[src/rtl/fp_int_mac_seq_ctrl.sv]
// Sequencer feeding a bit-serial fp16 x int MAC, one dot product per start.
// Define MAC_DONE_TIMEOUT_EN to add a 255-cycle watchdog on mac_done.
module fp_int_mac_seq_ctrl #(
   parameter int ACT_WIDTH = 16,
   parameter int ACC_WIDTH = 32,
   parameter int LEN_WIDTH = 8
) (
   input  logic                 clk,
   input  logic                 rst,
   input  logic                 start,
   input  logic [LEN_WIDTH-1:0] vec_len,
   input  logic [3:0]           precision,
   input  logic                 op_valid,
   output logic                 op_ready,
   input  logic [ACT_WIDTH-1:0] op_act,
   input  logic [7:0]           op_w,
   output logic                 mac_valid,
   output logic                 mac_set,
   output logic [ACT_WIDTH-1:0] mac_act,
   output logic                 mac_w,
   output logic [3:0]           mac_precision,
   output logic [4:0]           mac_exp_set,
   output logic [31:0]          mac_fixed_point_acc,
   input  logic                 mac_done,
   input  logic [4:0]           mac_exp_out,
   input  logic [ACC_WIDTH-1:0] mac_fixed_point_out,
   output logic                 busy,
   output logic                 res_valid,
   output logic [4:0]           res_exp,
   output logic [ACC_WIDTH-1:0] res_fixed,
   output logic                 err
);

   typedef enum logic [2:0] {
      IDLE, FETCH, LOAD, SHIFT, WAIT, DONE
   } state_t;

   state_t                 state_q;
   logic [LEN_WIDTH-1:0]   len_q;
   logic [LEN_WIDTH-1:0]   cnt_q;
   logic [LEN_WIDTH-1:0]   cnt_d;
   logic [3:0]             p_q;
   logic [7:0]             w_q;
   logic [ACT_WIDTH-1:0]   act_q;
   logic                   bit_q;
   logic [2:0]             k_q;
   logic [4:0]             exp_q;
   logic [31:0]            acc_q;
   logic                   err_q;
`ifdef MAC_DONE_TIMEOUT_EN
   logic [7:0]             wd_q;
`endif

   assign cnt_d = cnt_q + LEN_WIDTH'(1);

   always_ff @(posedge clk) begin
      if (!rst) begin
         state_q <= IDLE;
         len_q   <= '0;
         cnt_q   <= '0;
         p_q     <= '0;
         w_q     <= '0;
         act_q   <= '0;
         bit_q   <= 1'b0;
         k_q     <= '0;
         exp_q   <= '0;
         acc_q   <= '0;
         err_q   <= 1'b0;
`ifdef MAC_DONE_TIMEOUT_EN
         wd_q    <= '0;
`endif
      end else begin
         err_q <= 1'b0;
         unique case (state_q)
            IDLE: begin
               if (start) begin
                  if (precision != 4'd0 && precision <= 4'd8) begin
                     len_q   <= vec_len;
                     p_q     <= precision;
                     cnt_q   <= '0;
                     exp_q   <= '0;
                     acc_q   <= '0;
                     state_q <= (vec_len == '0) ? DONE : FETCH;
                  end else begin
                     err_q <= 1'b1;
                  end
               end
            end
            FETCH: begin
               if (op_valid) begin
                  act_q   <= op_act;
                  w_q     <= op_w;
                  state_q <= LOAD;
               end
            end
            LOAD: begin
               k_q     <= '0;
               bit_q   <= w_q[0];
               state_q <= SHIFT;
            end
            SHIFT: begin
               // bit_q is staged one cycle ahead, LSB first
               if ({1'b0, k_q} == p_q - 4'd1) begin
                  state_q <= WAIT;
`ifdef MAC_DONE_TIMEOUT_EN
                  wd_q    <= '0;
`endif
               end else begin
                  k_q   <= k_q + 3'd1;
                  bit_q <= w_q[k_q + 3'd1];
               end
            end
            WAIT: begin
               if (mac_done) begin
                  exp_q   <= mac_exp_out;
                  acc_q   <= mac_fixed_point_out[31:0];
                  cnt_q   <= cnt_d;
                  state_q <= (cnt_d == len_q) ? DONE : FETCH;
               end
`ifdef MAC_DONE_TIMEOUT_EN
               else if (wd_q == 8'd254) begin
                  err_q   <= 1'b1;
                  state_q <= IDLE;
               end else begin
                  wd_q <= wd_q + 8'd1;
               end
`endif
            end
            DONE: state_q <= IDLE;
            default: state_q <= IDLE;
         endcase
      end
   end

   assign op_ready            = (state_q == FETCH);
   assign mac_set             = (state_q == LOAD);
   assign mac_valid           = (state_q == SHIFT);
   assign res_valid           = (state_q == DONE);
   assign busy                = (state_q != IDLE);
   assign mac_act             = act_q;
   assign mac_w               = bit_q;
   assign mac_precision       = p_q;
   assign mac_exp_set         = exp_q;
   assign mac_fixed_point_acc = acc_q;
   assign res_exp             = exp_q;
   assign res_fixed           = ACC_WIDTH'(acc_q);
   assign err                 = err_q;

endmodule

[config.mk]
export PLATFORM = sky130hd
export DESIGN_NAME = fp_int_mac_seq_ctrl
export DESIGN_NICKNAME = d
export VERILOG_FILES = /design/src/rtl/fp_int_mac_seq_ctrl.sv
export SDC_FILE = /design/constraint.sdc
export NUM_CORES = 1
export LEC_CHECK = 0
export BUFFER_PORTS_ARGS = -buffer_cell sky130_fd_sc_hd__buf_2
export CAP_MARGIN = 10
export CELL_PAD_IN_SITES_DETAIL_PLACEMENT = 0
export CELL_PAD_IN_SITES_GLOBAL_PLACEMENT = 1
export CORE_MARGIN = 2
export CORE_UTILIZATION = 31
export CTS_CLUSTER_DIAMETER = 40
export DETAILED_ROUTE_END_ITERATION = 7
export PLACE_DENSITY = 0.83
export SKIP_CTS_REPAIR_TIMING = 1
export SLEW_MARGIN = 20
export SYNTH_ARGS = -nofsm -noshare
export SYNTH_HDL_FRONTEND = slang
export SYNTH_SLANG_ARGS = --single-unit
export TNS_END_PERCENT = 20
[constraint.sdc]
create_clock -name clk -period 1.7 [get_ports clk]
set_input_delay 0.255 -clock clk [delete_from_list [all_inputs] [get_ports clk]]
set_output_delay 0.255 -clock clk [all_outputs]
set_load 0.05 [all_outputs]
# ---- Yosys cells after proc, flatten, opt, wreduce, memory -nomap -nowiden
# Index checks and enable logic that the tools add are counted.
dict set report word_totals {
  ff_bits 89
  out_inout_bits 101
}
dict set report classes {
  n_addsub 3
  n_mux 27
  eq_ne 13
  n_lt_le_gt_ge 2
  reduce_logical 13
}
# operator count
set ops {}
lappend ops {{$mux W32} 3}
lappend ops {{$pmux W32 S2} 1}
lappend ops {{$mux W3} 8}
lappend ops {{$mux W8} 3}
lappend ops {{$pmux W8 S2} 1}
lappend ops {{$mux W5} 3}
lappend ops {{$pmux W3 S5} 1}
lappend ops {{$ne A2 B2 Y1 const B} 5}
lappend ops {{$pmux W5 S2} 1}
lappend ops {{$add A8 B1 Y8 const B} 1}
lappend ops {{$eq A8 B8 Y1} 1}
lappend ops {{$logic_not A8 Y1} 1}
lappend ops {{$eq A3 B2 Y1 const B} 2}
lappend ops {{$eq A3 B3 Y1 const B} 2}
lappend ops {{$pmux W3 S2} 1}
lappend ops {{$reduce_and A3 Y1} 2}
lappend ops {{$reduce_and A5 Y1} 1}
lappend ops {{$eq A3 B4 Y1} 1}
lappend ops {{$le A4 B4 Y1 const B} 1}
lappend ops {{$lt A3 B4 Y1 const B} 1}
lappend ops {{$reduce_and A2 Y1} 2}
lappend ops {{$reduce_and A4 Y1} 1}
lappend ops {{$reduce_bool A2 Y1} 2}
lappend ops {{$reduce_bool A4 Y1} 1}
lappend ops {{other kinds (10)} 12}

# ---- Depth between registers and ports, before layout
dict set report depth {
  word_depth 5
  mapped_depth 8
  depth_no_buf 7
}

# ---- Worst setup path after synthesis
# OpenSTA, ideal clock, no wires.
dict set report synth_path {
  kind {register to register}
  from {register state_q[0]}
  to {register act_q[10], in the netlist mac_act[10]}
  setup_ns 0.123
  stages_incl_launch_ff 7
  t_required_ns 1.577
  period_less_slack_ns 2.662
  setup_slack_ns -0.962
  n_path_buf 2
  arrival_time_ns 2.540
  cell_sequence {dfxtp_1 -> buf_2 -> nor3b_1 -> nand2_1 -> buf_2 -> nand2_1 -> a21boi_0}
}
dict set report synth_via {
  elab_chain_len 2
}
# element line
set synth_rtl {}
lappend synth_rtl {{start: declaration} 38} ;# state_t state_q;
lappend synth_rtl {{start signal: assignment} 83} ;# state_q <= (vec_len == '0) ? DONE : FETCH;
lappend synth_rtl {{start signal: assignment} 118} ;# state_q <= (cnt_d == len_q) ? DONE : FETCH;
lappend synth_rtl {{$eq A3 B1 Y1} n/a}
lappend synth_rtl {{named net op_ready} 14} ;# output logic op_ready,
lappend synth_rtl {{$reduce_and A2 Y1 (no line)} n/a}
lappend synth_rtl {{end signal: assignment} 91} ;# act_q <= op_act;
lappend synth_rtl {{end: declaration} 44} ;# logic [ACT_WIDTH-1:0] act_q;
# The timed path passes the listed nets, and every way through them passes these cells.
# A chain may end at the register's enable or synchronous reset.

# ---- Worst setup path after layout
dict set report layout_path {
  from {register k_q[0]}
  to {register bit_q, in the netlist mac_w}
}
dict set report layout_via {
  elab_chain_len 5
  word_cells_on_any_way 8
  classes_between {add/sub (1); eq/ne (2); mux (4); reduce/logical (1)}
}
# element line
set layout_rtl {}
lappend layout_rtl {{start: declaration} 46} ;# logic [2:0] k_q;
lappend layout_rtl {{start signal: assignment} 109} ;# k_q <= k_q + 3'd1;
lappend layout_rtl {{$add A3 B1 Y3} 110} ;# bit_q <= w_q[k_q + 3'd1];
lappend layout_rtl {{$bmux W1 S3} 110}
lappend layout_rtl {{$mux W1 (not written as such)} 110}
lappend layout_rtl {{$mux W1} 103} ;# if ({1'b0, k_q} == p_q - 4'd1) begin
lappend layout_rtl {{$pmux W1 S2} 74} ;# unique case (state_q)
lappend layout_rtl {{end signal: assignment} 98} ;# bit_q <= w_q[0];
lappend layout_rtl {{end signal: assignment} 110}
lappend layout_rtl {{end: declaration} 45} ;# logic bit_q;
# Parallel ways exist; a longest one is shown, timed or not. The select of a mux whose other input is x is not followed.

==> impl_results.md <==
- Outcome: finished with violations
- Failing checks: negative setup slack
- Clock power share: 38.4%
- CP max FO: 3
- Crit path DAT: between 2 and 2.5 ns
- Internal: 3.43 mW
- Max Clk Rate: 542 MHz
- CTS tree: done
- Post-route minimum period: 1.85 ns
- Fill cells: approximately 1400
- Starting DRT DRC Count: 114
- Synth cell types: 53
- IO buf count: 178
- WHS: approximately 0.15 ns
- Setup crit start kind: register
- Final nets: slightly above 700
- Logic pwr share: 15.1%
- Power density over cell area: 828 nW/µm²
- Post-synth EDFFs: 0
- First-pass GRT wire length: 17400 µm
- Via/cell ratio: 4.77
- Worst-Margin Slew: roughly 0.6 ns
- Share of layout cells above drive strength 1: a little over two fifths
- Core outline area: around 13000 µm²
- Final Slew Violations: 0
- Worst relative slew slack: 59.6%
- CTS Buffer Depth: 2
- # setup viols final: 26
- Antenna violations before repair: 1
- DR WL/cell: approximately 14 µm
- Clock transition at path regs: about 0.060 ns
- Pre-antenna DRT Iters: 4
- Async S/R FF share, synth: 0%
- Via count: 3838
- Post-Route Setup TNS: -1.03 ns
- Fin crit share: 109%
- Die width: 121 µm
- Synth warn: 0
- Dpl hpwl: 7840 µm
- Placed cells: 784
- Reg power frac: 46.5%
- NetSw: 1.27 mW
- Mapped cell area: roughly 4200 µm²
- Cell type with the highest aggregate area in the netlist: dfxtp_1
- RSZ-0062 raised after global routing: yes
- Worst skew pair latency: 0.34 ns
- Sw Share: around 27%
- Place WS: -0.353 ns
- Skew final: 0.00471 ns
- Worst setup margin: -0.145 ns
- Synthesized net count: 554
- Die area: 14500 µm²
- Mapped Cells: 473
- Vias in the first global route: between 3000 and 4000
- Detail Route Antenna Nets: 0
- Syn_area_per_cell: 8.90 µm²
- Largest cells by area after synthesis: dfxtp_1 (42%), buf_4 (7.3%), nand2_1 (7.3%)
- Post-route insts no fill: 804
- CP Capture Type: register
- Htree depth: 3
- CTS sink count: 89
- Final Hold Viols: 0
- Number of buffers created by CTS: 9
- Worst Path Required: 1.93 ns
- Maximum VDD drop: 0.333 mV
- Yosys top cell area share: 42.3%
- Starting density of the core: approximately a third
- Row Count: 42
- Antenna diode count: 0
- Type of the worst setup path: reg -> reg
- Max-Cap Viols: 0
- GRT Util Overall: 15.0%
- Worst Hold Class: in -> reg
- Sequential-to-total area share from yosys stat: 42.3%
- Flip-flop and latch area: 1800 µm²
- Seq cells post-synth: 89
- I/O Pins: between 150 and 200
- Synth-to-Final Area Change: 34.7%
- WL final: ~11000 µm
- Global placer's final weighted congestion: 0.832
- Reg2Reg Setup Slack: -0.15 ns
- Root Driver: clkbuf_16
- Post-route DRC: 0
- LEAKAGE: 2.44 nW
- Pin count of the biggest net entering global routing: 45
- Die span in y: 121 µm
- GRT overflow: 0
- Multi-input gate area: about 2200 µm²
- Predominant post-synthesis flop cell: dfxtp_1
cells in the final DEF (no fill, tap or decap), types with 3 or more instances in the layout:
| cell | count |
|---|---|
| buf_2 | 174 |
| nand2_1 | 81 |
| dfxtp_1 | 81 |
| nor2b_1 | 40 |
| a21boi_0 | 32 |
| a22oi_1 | 26 |
| buf_4 | 25 |
| nor2_1 | 14 |
| a22oi_2 | 12 |
| a21boi_1 | 11 |
| xnor2_1 | 10 |
| clkbuf_16 | 9 |
| xor2_1 | 5 |
| o21ai_1 | 5 |
| nand3_1 | 5 |
| nand3b_1 | 5 |
| dfxtp_4 | 5 |
| nor2_4 | 4 |
| clkinv_2 | 4 |
| buf_6 | 4 |
| inv_1 | 3 |
| o21ai_0 | 3 |
| a31oi_1 | 3 |
| dfxtp_2 | 3 |
| buf_12 | 3 |
power by group through the flow:
| stage | Combinational (mW) | Sequential, mW | Clock (mW) |
|---|---|---|---|
| floorplan | 0.336 | 2.31 | 0 |
| global placement | 0.637 | 2.23 | 0 |
| detailed placement | 0.647 | 2.23 | 0 |
| CTS | 0.648 | 2.18 | 1.88 |
| global route | 0.773 | 2.19 | 1.97 |
| finish | 0.710 | 2.18 | 1.81 |
cell families (layout without fill, tap and decap cells):
| logic type | count (synthesis) | in the layout | synth area share (%) |
|---|---|---|---|
| buf+inv | 74 | 227 | 10.6 |
| simple gates | 171 | 173 | 20.9 |
| xor+xnor | 17 | 17 | 3.54 |
| fa+ha+maj | 3 | 3 | 0.892 |
| flops | 89 | 89 | 42.3 |
| compound gates | 114 | 114 | 19.9 |
| mux | 5 | 5 | 1.81 |
final cells by class:
cell class                      count  share of cell area (%)
Inverter                            4                   0.265
Timing Repair Buffer              208                    20.8
Sequential cell                    89                    31.8
Clock inverter                      4                   0.353
Multi-Input combinational cell    312                    38.6
Tap cell                          176                    3.88
Clock buffer                       11                    4.28
through the flow:
step | cell area [µm²] | utilization [%] | power (mW)
after global placement | 5170 | 39.0 | 2.86
after floorplan | 4260 | - | 2.64
final | 5670 | 42.8 | 4.70
after detailed placement | 5170 | 39.0 | 2.87
after CTS | 5430 | 41.0 | 4.71
after global routing | 5670 | 42.8 | 4.94
registers in the layout, summed over array words and instances (netlist names):
register and cells:
w_q 8, cnt_q 8, mac_act 16, mac_w 1, err 1, state_q 3
len_q 8, mac_exp_set 5, mac_precision 4, mac_fixed_point_acc 32, k_q 3
Yosys cell counts, types with 2 or more instances:
library cell  count
nor2_1           15
a22oi_1          38
nand3_1           5
xnor2_1          11
buf_2            13
mux4_2            2
o21ai_0           3
dfxtp_1          89
a21oi_1           3
nor4_1            2
o21ai_1           7
nand3b_1          5
buf_4            41
ha_1              3
mux2i_1           2
or3_1             2
a31oi_1           3
clkbuf_1         16
xor2_1            6
nor3_1            2
o21a_1            2
and3_1            2
and3b_1           2
a21boi_0         32
nand4_1           2
o2111ai_1         2
inv_1             4
a211oi_1          3
nor2b_1          40
nand2_1          82
o31ai_1           2
a21boi_1         11
per-layer routing:
metal	share of wire (%)	routed length (µm)	GRT usage, %
met1	43	4930	18.2
met2	51	5810	25.2
met3	4.3	491	3.21
met4	2.2	248	7.27
met5	0.10	12	0
worst paths after layout:
path / startpoint / to / cells past startpoint
setup / recovery: k_q[0] / mac_w / 6
hold reg to reg: w_q[3] / w_q[3] / 2
setup reg to reg: k_q[0] / mac_w / 6
hold / removal: op_act[6] / mac_act[6] / 3
critical path, cell delays in order, from the launching register on:
cell     delay [ns]
dfxtp_4        0.36
ha_4           0.17
xor2_4         0.18
mux4_2         0.53
mux2_4         0.30
o21ai_2        0.11
o22ai_1        0.08
No activity file was read; power rests on OpenSTA's default activity.
